===== src/rtl/game_pkg.sv =====
// Shared phase encodings, widths and default durations for the game sequencer.
// Optional pause feature is built in when GAME_PAUSE_EN is defined.
package game_pkg;

    localparam int PH_W  = 3;
    localparam int SEC_W = 7;

    localparam logic [PH_W-1:0] PH_OPEN = 3'd0;
    localparam logic [PH_W-1:0] PH_CD3  = 3'd1;
    localparam logic [PH_W-1:0] PH_CD2  = 3'd2;
    localparam logic [PH_W-1:0] PH_CD1  = 3'd3;
    localparam logic [PH_W-1:0] PH_PLAY = 3'd4;
    localparam logic [PH_W-1:0] PH_OVER = 3'd5;

    localparam int DEF_TICK_DIV  = 100_000_000;
    localparam int DEF_OPEN_SECS = 4;
    localparam int DEF_CD_SECS   = 1;
    localparam int DEF_GAME_SECS = 120;

    // Phase order; OVER loops back to the opening screen.
    function automatic logic [PH_W-1:0] phase_next(
        input logic [PH_W-1:0] ph
    );
        case (ph)
            PH_OPEN: return PH_CD3;
            PH_CD3:  return PH_CD2;
            PH_CD2:  return PH_CD1;
            PH_CD1:  return PH_PLAY;
            PH_PLAY: return PH_OVER;
            default: return PH_OPEN;
        endcase
    endfunction

endpackage


===== src/rtl/sec_prescaler.sv =====
// One-second prescaler: counts 0..TICK_DIV-1, freezes on hold, restarts on clr.
// tick is the wrap cycle; sec_tick is its registered copy for the outside world.
module sec_prescaler
    import game_pkg::*;
#(
    parameter int TICK_DIV = DEF_TICK_DIV
) (
    input  logic clk,
    input  logic reset,
    input  logic clr,
    input  logic hold,
    output logic tick,
    output logic sec_tick
);

    localparam int PW = (TICK_DIV > 1) ? $clog2(TICK_DIV) : 1;
    localparam logic [PW-1:0] LAST = PW'(TICK_DIV - 1);

    logic [PW-1:0] r_pre;
    logic          r_sec_tick;

    assign tick     = !hold && (r_pre == LAST);
    assign sec_tick = r_sec_tick;

    // Prescale counter: restart on clr, freeze on hold, wrap at LAST.
    always_ff @(posedge clk) begin
        if (reset) begin
            r_pre <= '0;
        end else if (clr) begin
            r_pre <= '0;
        end else if (hold) begin
            r_pre <= r_pre;
        end else if (tick) begin
            r_pre <= '0;
        end else begin
            r_pre <= r_pre + PW'(1);
        end
    end

    // Registered one-cycle second pulse.
    always_ff @(posedge clk) begin
        if (reset) begin
            r_sec_tick <= 1'b0;
        end else begin
            r_sec_tick <= tick;
        end
    end

endmodule


===== src/rtl/game_phase_ctrl.sv =====
// Game sequencer: OPEN -> CD3/CD2/CD1 -> PLAY -> OVER, committed on frame_start.
// Define GAME_PAUSE_EN to let pause freeze the play timer.
module game_phase_ctrl
    import game_pkg::*;
#(
    parameter int TICK_DIV  = DEF_TICK_DIV,
    parameter int OPEN_SECS = DEF_OPEN_SECS,
    parameter int CD_SECS   = DEF_CD_SECS,
    parameter int GAME_SECS = DEF_GAME_SECS
) (
    input  logic             clk,
    input  logic             reset,
    input  logic             frame_start,
    input  logic             start_req,
    input  logic             pause,
    output logic [PH_W-1:0]  phase,
    output logic             num_en,
    output logic             play_en,
    output logic             game_over,
    output logic             sec_tick,
    output logic [SEC_W-1:0] secs_left
);

    localparam logic [SEC_W-1:0] OPEN_D = SEC_W'(OPEN_SECS);
    localparam logic [SEC_W-1:0] CD_D   = SEC_W'(CD_SECS);
    localparam logic [SEC_W-1:0] GAME_D = SEC_W'(GAME_SECS);

    logic [PH_W-1:0]  r_phase;
    logic [SEC_W-1:0] r_sec;
    logic             r_pend;
    logic             r_num_en;
    logic             r_play_en;
    logic             r_game_over;
    logic [SEC_W-1:0] r_secs_left;

    logic [PH_W-1:0]  w_phase_nxt;
    logic [SEC_W-1:0] w_sec_nxt;
    logic             w_pend_nxt;
    logic [SEC_W-1:0] w_dur;
    logic [SEC_W-1:0] w_sec_inc;
    logic             w_tick;
    logic             w_hold;
    logic             w_paused;
    logic             w_expire;
    logic             w_start;
    logic             w_event;
    logic             w_commit;
    logic             w_num_en;
    logic             w_play_en;
    logic             w_game_over;
    logic [SEC_W-1:0] w_secs_left;

`ifdef GAME_PAUSE_EN
    assign w_paused = pause && (r_phase == PH_PLAY) && !r_pend;
`else
    // pause is a don't-care in this build.
    assign w_paused = pause & 1'b0;
`endif

    assign w_hold    = r_pend || w_paused;
    assign w_sec_inc = r_sec + SEC_W'(1);
    assign w_expire  = w_tick && (r_phase != PH_OVER) && (w_sec_inc == w_dur);
    assign w_start   = start_req && !r_pend &&
                       ((r_phase == PH_OPEN) || (r_phase == PH_OVER));
    assign w_event   = w_expire || w_start;
    assign w_commit  = frame_start && (r_pend || w_event);

    sec_prescaler #(
        .TICK_DIV (TICK_DIV)
    ) u_pre (
        .clk      (clk),
        .reset    (reset),
        .clr      (w_commit),
        .hold     (w_hold),
        .tick     (w_tick),
        .sec_tick (sec_tick)
    );

    // Duration of the current phase in seconds.
    always_comb begin
        w_dur = '0;
        case (r_phase)
            PH_OPEN:                w_dur = OPEN_D;
            PH_CD3, PH_CD2, PH_CD1: w_dur = CD_D;
            PH_PLAY:                w_dur = GAME_D;
            default:                w_dur = '0;
        endcase
    end

    // State register: phase, seconds-in-phase and pending commit.
    always_ff @(posedge clk) begin
        if (reset) begin
            r_phase <= PH_OPEN;
            r_sec   <= '0;
            r_pend  <= 1'b0;
        end else begin
            r_phase <= w_phase_nxt;
            r_sec   <= w_sec_nxt;
            r_pend  <= w_pend_nxt;
        end
    end

    // Next state: commit on a frame boundary, else count and latch expiry.
    always_comb begin
        w_phase_nxt = r_phase;
        w_sec_nxt   = r_sec;
        w_pend_nxt  = r_pend;
        if (w_commit) begin
            w_phase_nxt = phase_next(r_phase);
            w_sec_nxt   = '0;
            w_pend_nxt  = 1'b0;
        end else begin
            if (w_tick) begin
                w_sec_nxt = w_sec_inc;
            end
            if (w_event) begin
                w_pend_nxt = 1'b1;
            end
        end
    end

    // Output decode from the next state so outputs move on the commit edge.
    always_comb begin
        w_num_en    = (w_phase_nxt == PH_CD3) || (w_phase_nxt == PH_CD2) ||
                      (w_phase_nxt == PH_CD1);
        w_play_en   = (w_phase_nxt == PH_PLAY) && !w_paused;
        w_game_over = (w_phase_nxt == PH_OVER);
        w_secs_left = GAME_D;
        if (w_phase_nxt == PH_OVER) begin
            w_secs_left = '0;
        end else if (w_phase_nxt == PH_PLAY) begin
            w_secs_left = GAME_D - w_sec_nxt;
        end
    end

    // Output registers.
    always_ff @(posedge clk) begin
        if (reset) begin
            r_num_en    <= 1'b0;
            r_play_en   <= 1'b0;
            r_game_over <= 1'b0;
            r_secs_left <= GAME_D;
        end else begin
            r_num_en    <= w_num_en;
            r_play_en   <= w_play_en;
            r_game_over <= w_game_over;
            r_secs_left <= w_secs_left;
        end
    end

    assign phase     = r_phase;
    assign num_en    = r_num_en;
    assign play_en   = r_play_en;
    assign game_over = r_game_over;
    assign secs_left = r_secs_left;

endmodule

===== config.mk =====
export PLATFORM = sky130hd
export DESIGN_NAME = game_phase_ctrl
export DESIGN_NICKNAME = d
export VERILOG_FILES = /design/src/rtl/game_pkg.sv /design/src/rtl/sec_prescaler.sv /design/src/rtl/game_phase_ctrl.sv
export SDC_FILE = /design/constraint.sdc
export NUM_CORES = 1
export LEC_CHECK = 0
export ABC_AREA = 1
export BUFFER_PORTS_ARGS = -buffer_cell sky130_fd_sc_hd__buf_2
export CORE_MARGIN = 2
export CORE_UTILIZATION = 38
export DETAILED_ROUTE_END_ITERATION = 8
export GPL_ROUTABILITY_DRIVEN = 0
export GPL_TIMING_DRIVEN = 0
export PLACE_DENSITY = 0.64
export SLEW_MARGIN = 0
export SYNTH_ARGS = -nofsm -noshare
export SYNTH_HDL_FRONTEND = slang
export SYNTH_SLANG_ARGS = --single-unit

===== constraint.sdc =====
create_clock -name clk -period 5.9 [get_ports clk]
set_input_delay 1.18 -clock clk [delete_from_list [all_inputs] [get_ports clk]]
set_output_delay 1.18 -clock clk [all_outputs]
set_load 0.05 [all_outputs]

After elaboration in Yosys (flattened, before gate mapping). Cells that the tools add are included.

Add/sub/neg operators: 3. Equal/unequal tests: 13. Multiplexer cells: 8. Bitwise operators: 1. Reduce and logical (&&, ||, !) cells: 16.

Operators with widths (count): 2-to-1 mux 7 bit (4); adder 27 x 1 -> 27 bit (second input constant) (1); equality test 27 bit (second input constant) (1); 2-to-1 mux 27 bit (1); case mux 7 bit (3 select lines) (1); case mux 3 bit (5 select lines) (1); equality test 3 x 2 -> 1 bit (second input constant) (4); equality test 3 bit (second input constant) (4); adder 7 x 1 -> 7 bit (second input constant) (1); equality test 7 bit (1); subtractor 7 bit (first input constant) (1); equality test 3 x 1 -> 1 bit (second input constant) (2); logical AND 1 bit (6); OR reduction 3 bit (2); logical OR 1 bit (5); logical NOT 3 bit (1); 2-to-1 mux 3 bit (1); != test 3 bit (second input constant) (1); OR reduction 2 bit (1); logical NOT 1 bit (1); inverter 1 bit (1).

Bits in registers: 49. Bits of input ports: 5. Output and inout port bits: 14. Word-level logic and storage cells: 51.

Longest topological paths before layout. Gate-level depths: netlist of run 1.

Depth after elaboration: 12. Gate-level depth with buffers: 21. Depth with buffers taken out: 20.

Modules after synthesis. A second synthesis of run 1 with hierarchy kept.

Cells, all modules: 432. Area total of the unflattened synthesis: 2780.2 sq um.

By module, submodules not included: sec_prescaler (times used 1, cells each 258, area an instance 1622.8 sq um, seq. area each 560.5 sq um); game_phase_ctrl (times used 1, cells each 174, area an instance 1157.4 sq um, seq. area each 420.4 sq um).

Worst setup path before layout of run 1. Ideal clock, no wire load.

Path type: reg-to-reg. Start point: register r_phase[2] (netlist: phase[2]). End point: register r_secs_left[6] (netlist: secs_left[6]). Setup time: 0.115 ns. Arrival time: 2.437 ns. Data required time: 5.785 ns. Path slack: 3.348 ns. Stages on the path, launching flop included: 20. Path buffers: 1. Cell sequence: dfxtp_1 inv_1 nand2_1 nor2_1 nor2_1 nand3_1 nor2_1 nand3_1 nand2_2 nand2_4 buf_6 nand2_2 ha_1 inv_1 o211ai_1 nor2_1 nand3_1 nand2_1 nand2_1 nand2_1.

Word-level cells in the longest chain between the ends: 12. Elaborated cells between the ends (all ways): 25. Classes of those cells: 1 x add/sub; 9 x eq/ne; 6 x mux; 9 x reduce/logical.

Ends and longest elaborated chain: from (decl) (line game_phase_ctrl.sv:28) `logic [PH_W-1:0] r_phase;`; from (signal assigned) (line game_phase_ctrl.sv:97) `r_phase <= w_phase_nxt;`; equality test 3 x 2 -> 1 bit / equality test 3 x 1 -> 1 bit (equally long branches) (line game_pkg.sv:24, game_phase_ctrl.sv:82); OR reduction 3 bit (line game_phase_ctrl.sv:82) `case (r_phase)`; case mux 7 bit (3 select lines) (line game_phase_ctrl.sv:82); equality test 7 bit (line game_phase_ctrl.sv:62) `assign w_expire = w_tick && (r_phase != PH_OVER) && (w_sec_inc == w_dur);`; logical AND 1 bit (line game_phase_ctrl.sv:62); logical OR 1 bit (line game_phase_ctrl.sv:65) `assign w_event = w_expire || w_start;`; logical OR 1 bit (line game_phase_ctrl.sv:66) `assign w_commit = frame_start && (r_pend || w_event);`; logical AND 1 bit (line game_phase_ctrl.sv:66); 2-to-1 mux 7 bit / 2-to-1 mux 3 bit (equally long branches) (line game_phase_ctrl.sv:108) `if (w_commit) begin`; subtractor 7 bit / equality test 3 bit (equally long branches) (line game_phase_ctrl.sv:132, game_phase_ctrl.sv:131); 2-to-1 mux 7 bit (line game_phase_ctrl.sv:131) `end else if (w_phase_nxt == PH_PLAY) begin`; 2-to-1 mux 7 bit (*) (line game_phase_ctrl.sv:129) `if (w_phase_nxt == PH_OVER) begin`; to (signal assigned) (line game_phase_ctrl.sv:147) `r_secs_left <= w_secs_left;`; to (decl) (line game_phase_ctrl.sv:34) `logic [SEC_W-1:0] r_secs_left;`.

Mark *: on every way between the ends. The rest lies on a longest branch, timed or not. A chain may end at the register's enable or synchronous reset.

Final worst setup path of run 1.
Start point: register u_pre.r_pre[0]. End point: register r_secs_left[6] (netlist: secs_left[6]).

Word-level cells in the longest chain between the ends: 11. Elaborated cells between the ends (all ways): 15. Classes of those cells: 1 x add/sub; 3 x eq/ne; 5 x mux; 6 x reduce/logical.

Ends and longest elaborated chain: from (decl) (line sec_prescaler.sv:19) `logic [PW-1:0] r_pre;`; from (signal assigned) (line sec_prescaler.sv:32) `r_pre <= r_pre;`; from (signal assigned) (line sec_prescaler.sv:36) `r_pre <= r_pre + PW'(1);`; equality test 27 bit (*) (line sec_prescaler.sv:22) `assign tick = !hold && (r_pre == LAST);`; logical AND 1 bit (*) (line sec_prescaler.sv:22); logical AND 1 bit (2 in series) (line game_phase_ctrl.sv:62); logical OR 1 bit (line game_phase_ctrl.sv:65); logical OR 1 bit (line game_phase_ctrl.sv:66); logical AND 1 bit (line game_phase_ctrl.sv:66); 2-to-1 mux 7 bit / 2-to-1 mux 3 bit (equally long branches) (line game_phase_ctrl.sv:108); subtractor 7 bit / equality test 3 bit (equally long branches) (line game_phase_ctrl.sv:132, game_phase_ctrl.sv:131); 2-to-1 mux 7 bit (line game_phase_ctrl.sv:131); 2-to-1 mux 7 bit (*) (line game_phase_ctrl.sv:129).

Marked as above.

==> impl_metrics.tcl, run 1 <==
set metrics [dict create \
    status "finished clean" \
    power_density_nw_per_um2 224 \
    cts_tree "yes" \
    drc 0 \
    cp-start-kind "flip-flop" \
    worst_ep_arrival_time_ps 2900 \
    die_y_um 86.7 \
    holdWs_ps 486 \
    pre_cts_ws_ps 3120 \
    antenna_found_initial 0 \
    p_total_mw 0.650 \
    finalSetupTns_ps 0 \
    cts-hold-fix-buffers 0 \
    cts_buffers 5 \
    wl_per_cell_um 11.5 \
    dp_hpwl_um 4330 \
    synth_area_leader_cell "dfxtp_1" \
    fill_cells 700 \
    grt_pass1_wl_um 9800 \
    clkLatencyLatePin_ps 310 \
    tightest_slew_ps 484 \
    die_x_um 86.7 \
    synth-seq-cells 49 \
    yosysSeqAreaShare_pct 37.7 \
    worst-path-max-fanout 10 \
    seqCellArea_um2 981 \
    rows 30 \
    root_buffer "clkbuf_8" \
    fin_cells 487 \
    endpoint_kind "flip-flop" \
    final_util_pct 43.2 \
    track_usage_pct 16.4 \
    die_area_um2 7520 \
    areaGrowthSynthToFinish_pct 11.6 \
    p_leak_nw 1.22 \
    netlist_area_um2 2600 \
    setup-violations-final 0 \
    clock-skew-final_ps 10.4 \
    avgSynthCellArea_um2 6.81 \
    cp.required_ps 6110 \
    slew_headroom_pct 67.7 \
    antennaDiodeCount 0 \
    grt_pass1_vias 2153 \
    netlist_instances 382 \
    path_clk_slew_ps 90 \
    fin_crit_sh_pct 45.5 \
    vias_per_cell 4.91 \
    multi_input_area_um2 1390 \
    postCtsSetupRepairBufs 0 \
    hold_violations 0 \
    drt-total-wl_um 5610 \
    dp_cells 479 \
    drive_above_1_share_pct 13.5 \
    num_vias 2389 \
    nets 414 \
    design_area_um2 2900 \
    cts.sinks 49 \
    hp-class "flip-flop to flip-flop" \
    detailed_place.area_um2 2790 \
    finalMaxSlewViolations 0 \
    antenna_left 0 \
    fmax_mhz 372 \
    clk_path_buf_depth 2 \
    portBuffers 17 \
    synth_area_leaders "dfxtp_1, nand2_1, nor2_1, inv_1, nand3_1" \
    min_period_ps 2690 \
    grt_max_degree 15 \
    fin_ws_ps 3210 \
    cts_resized 0 \
    crit_type "flip-flop to flip-flop" \
    io_pins 19 \
    rsz0062_at_grt "false" \
    cap_viol_max_count 0 \
    yosysWarnings 0 \
    core_um2 6720 \
    post_synth_num_cell_types 34 \
    syn_nets 390 \
    grt_overflow 0 \
    peakVddDrop_mv 0.113 \
    firstDrtPassIters 5 \
    drt_iter0_drc 115 \
    start_util_pct 38.7 \
    cts_max_level 2 \
    netlist.area_leader.share_pct 37.7 \
]
==> metal layers <==
layer	GRT usage [%]	routed length (um)	vias to the layer above
li1	-	-	1272
met1	22.6	2740	1054
met2	25.9	2540	55
met3	3.14	229	8
met4	4.83	91	0
met5	0	0	-
==> path summary, 6_finish.rpt <==
kind	startpoint	depth (start not counted)	end	slack, ps
worst max register to register	u_pre.r_pre[0]	18	secs_left[6]	3210
worst min register to register	u_pre.r_pre[1]	2	u_pre.r_pre[1]	490
worst min-delay path	u_pre.r_pre[1]	2	u_pre.r_pre[1]	490
worst max-delay path	u_pre.r_pre[0]	18	secs_left[6]	3210
==> cell families after synthesis <==
family / share of synthesized area (%)
flip-flops: 37.7
buffers and inverters: 8.76
AND/OR/NAND/NOR: 37.9
AO/OA/AOI/OAI: 9.14
adder cells (fa/ha/maj): 1.44
XOR/XNOR: 5.05
==> synth_stat cells (all sizes together) <==
library cell	number
or2	1
a21oi	12
xor2	12
inv	49
o22ai	1
o21ai	18
clkbuf	2
nand4	11
a211oi	4
nor3	10
nor4	5
o211a	1
clkinv	1
buf	5
o21a	1
nand3b	1
nand2	90
a221oi	1
o211ai	1
dfxtp	49
nand3	27
and3	1
ha	3
xnor2	3
nor2	73
==> area by class of cell <==
class | count | area share, %
plain buffers | 7 | 1.34
clock buffers | 7 | 2.98
clock inverters | 1 | 1.03
inverters | 50 | 6.51
multi-input cells | 276 | 48.0
flip-flops and latches | 49 | 33.8
well taps | 80 | 3.45
repair buffers | 17 | 2.93
==> sequential cells by signal (all words and copies together), names as in the netlist, 3 cells and up <==
name and count:
phase 3, u_pre.r_pre 27, secs_left 7, r_sec 7
==> report_power, final <==
group | switching (mW) | total, mW | internal [mW]
Combinational | 0.0426 | 0.0606 | 0.0180
Clock | 0.112 | 0.250 | 0.138
Sequential | 0.00434 | 0.340 | 0.335
Total | 0.158 | 0.650 | 0.492
==> worst max-delay path: stages, from the launching register on <==
cell and delay [ps]:
dfxtp_1 390, ha_1 210, nand3_1 100, nor3_2 270, nand4_1 140, nor2_1 120
nand3_1 90, nand2_2 110, nand2_4 90, buf_6 150, nand2_2 110, ha_1 200
inv_1 50, o211ai_1 250, nor2_1 70, nand3_1 70, nand2_1 60, nand2_1 50
nand2_1 40
==> cell usage in the layout, fill, tap and decap left out, drive strengths merged, types with 9 or more instances in the layout <==
cell    Yosys  final
nor3       10     10
xor2       12     12
dfxtp      49     49
nand2      90     90
a21oi      12     12
clkbuf      2      9
nand3      27     27
nand4      11     11
o21ai      18     18
inv        49     49
nor2       73     73
buf         5     22
(Power assumes the default switching activity.)
==> run 2: changes to the inputs <==
- ABC_AREA: 1 -> 0
- PLACE_DENSITY: 0.64 -> 0.66
- clock period: 5.9 -> 2.4 ns (I/O delays scaled with it)
==> run 2 against run 1 <==
Net effect: the run now ends with setup timing left; count of clock-buffer cells in the layout unchanged; critical path depth decreased by 6; largest cell class unchanged; design area increased by 13%; flip-flop and latch count unchanged; global-route usage increased by 0.39 points; sequential share of layout area decreased by 3.4 points; combinational power increased to 2.9 times the previous value; via count decreased by 6.6%; clock skew decreased by 6.3 ps; synthesized cell count decreased by 23%; sequential power increased by 140%.
==> impl_metrics.tcl, run 2 <==
set metrics [dict create \
    final_common_cell "nor2_1" \
    synth_area_leader_cell "dfxtp_1" \
    clkLatencyLatePin_ps 300 \
    synthSimpleGateAreaFrac_pct 30.0 \
    clock-skew-final_ps 4.02 \
    track_usage_pct 16.8 \
    cts_buffers 5 \
    dp_hpwl_um 3930 \
    die_y_um 86.3 \
    regMostFlops "u_pre.r_pre" \
    synthArstFlopShare_pct 0 \
    status "complete, but fails checks" \
    antenna_found_initial 0 \
    nets 346 \
    design_area_um2 3270 \
    yosysSeqAreaShare_pct 38.1 \
    grt_pass1_wl_um 10000 \
    syn_nets 304 \
    synth_top_family_by_area "simple AND/OR/NAND/NOR gates" \
    avgSynthCellArea_um2 8.69 \
    root_buffer "clkbuf_8" \
    synth.mux.area_fraction_pct 0.389 \
    wl_per_cell_um 14.5 \
    detailed_place.area_um2 2830 \
    netlist_instances 296 \
    io_pins 19 \
    fin_ws_ps -302 \
    drc 0 \
    rows 29 \
    die_area_um2 7450 \
    synth-seq-cells 49 \
    worst_ep_arrival_time_ps 2930 \
    regToRegStartpoint "r_sec[0]" \
    cp-startpoint "r_sec[0]" \
    drt_iter0_drc 165 \
    cts.sinks 49 \
    holdWs_ps 429 \
    hold_violations 0 \
    antennaDiodeCount 0 \
    firstDrtPassIters 4 \
    die_x_um 86.3 \
    min_from "reset" \
    final_cell_mix "nor2_1, dfxtp_1, xnor2_1" \
    num_vias 2231 \
    synth_area_leaders "dfxtp_1, xnor2_1, nor2_1, xor2_1, nand2_1" \
    violations "setup timing" \
    seqCellArea_um2 993 \
    synth_xor_area_share_pct 13.9 \
    ys_top_cells_by_count "dfxtp_1, nor2_1, xnor2_1" \
    largest_reg_flops 27 \
    ys.flop_type "dfxtp_1" \
    areaGrowthSynthToFinish_pct 26.9 \
    p_leak_nw 1.16 \
    finalMaxSlewViolations 0 \
    netlist.area_leader.share_pct 38.1 \
    clk_path_buf_depth 2 \
    post_synth_num_cell_types 57 \
    hp-class "input port to flip-flop" \
    start_util_pct 39.8 \
    netlist_area_um2 2570 \
    finalSetupTns_ps -1490 \
    rsz0062_at_grt "true" \
    crit_type "flip-flop to flip-flop" \
    yosysWarnings 0 \
    worst-path-max-fanout 7 \
    cp-start-kind "flip-flop" \
    setup-violations-final 11 \
    synthAdderAreaFrac_pct 1.46 \
    grt_pass1_vias 2094 \
    cts_max_level 2 \
    grt_max_degree 15 \
    p_total_mw 1.63 \
    cp.required_ps 2620 \
    fmax_mhz 370 \
    cap_viol_max_count 0 \
    tightest_slew_ps 604 \
    slew_headroom_pct 59.6 \
    portBuffers 17 \
    multi_input_area_um2 1690 \
    endpoint_kind "flip-flop" \
    final_util_pct 50.6 \
    grt_overflow 0 \
    fill_cells 591 \
    synth_compound_area_share_pct 12.4 \
    peakVddDrop_mv 0.353 \
    min_period_ps 2700 \
    cts_tree "yes" \
    drive_above_1_share_pct 29.5 \
    synth_edf_count 0 \
    path_clk_slew_ps 90 \
    fin_crit_sh_pct 113 \
    vias_per_cell 5.36 \
    antenna_left 0 \
    core_um2 6460 \
    power_density_nw_per_um2 498 \
    yosysMostFrequentCell "dfxtp_1" \
    drt-total-wl_um 6040 \
]
run 2: changes by cell type after synthesis, sizes merged, moves of 5 or more:
cell,previous run,this run
xnor2,3,23
nand2,90,22
o21ai,18,3
and3,1,9
nand3,27,14
nor2,73,48
xor2,12,17
inv,49,5
and2,0,7
run 2: worst max-delay path: stages (launching register included):
cell       delay [ps]
dfxtp_4           370
ha_4              190
xor2_1            160
or4_4             440
a221oi_4          330
o2111ai_2         160
nand2_1           130
buf_6             130
or2_4             120
ha_4              160
a21oi_2            60
xnor2_1           160
o31ai_1           230
run 2: path summary, 6_finish.rpt:
path | slack, ps | depth (start not counted) | end
max reg2reg | -300 | 12 | secs_left[4]
min | 430 | 2 | phase[1]
max | -300 | 12 | secs_left[4]
min reg2reg | 500 | 2 | u_pre.r_pre[0]
run 2: stage by stage:
stage | setup WS (ps) | cells
2_1_floorplan | -392 | 296
3_3_place_gp | -576 | 390
3_5_place_dp | -617 | 390
4_1_cts | -324 | 411
5_1_grt | -419 | 416
6_report | -302 | 416
run 2: area by class of cell:
cell class,count,area share (%)
Sequential cell,49,30.4
Inverter,5,0.575
Buffer,12,2.80
Tap cell,77,2.95
Clock inverter,1,0.920
Timing Repair Buffer,36,7.89
Clock buffer,7,2.64
Multi-Input combinational cell,229,51.8
run 2: kinds of logic after synthesis:
kind of cell / Yosys count
AO/OA/AOI/OAI: 38
XOR/XNOR: 40
adder cells (fa/ha/maj): 3
buffers and inverters: 18
flip-flops: 49
multiplexers: 1
AND/OR/NAND/NOR: 147
run 2: what timing repair did:
item / CTS / global route
setup buffers: 14 / 6
endpoints found under the setup margin: 20 / 26
pin swaps: 12 / 12
hold buffers: 0 / 0
gates resized for setup: 19 / 29
gates cloned: 0 / 1
run 2: report_power, final:
part           internal [mW]  leakage (nW)  switching, mW
logic                 0.0766         0.706         0.0976
registers              0.822         0.399         0.0115
clock network          0.340        0.0585          0.278
total                   1.24          1.16          0.387
run 2: metal layers:
metal	GRT usage, %	wire length (um)	part of all wire (%)
met5	0	0	0
met4	4.69	126	2.1
met3	3.14	222	3.7
met2	26.2	2730	45
met1	23.7	2960	49
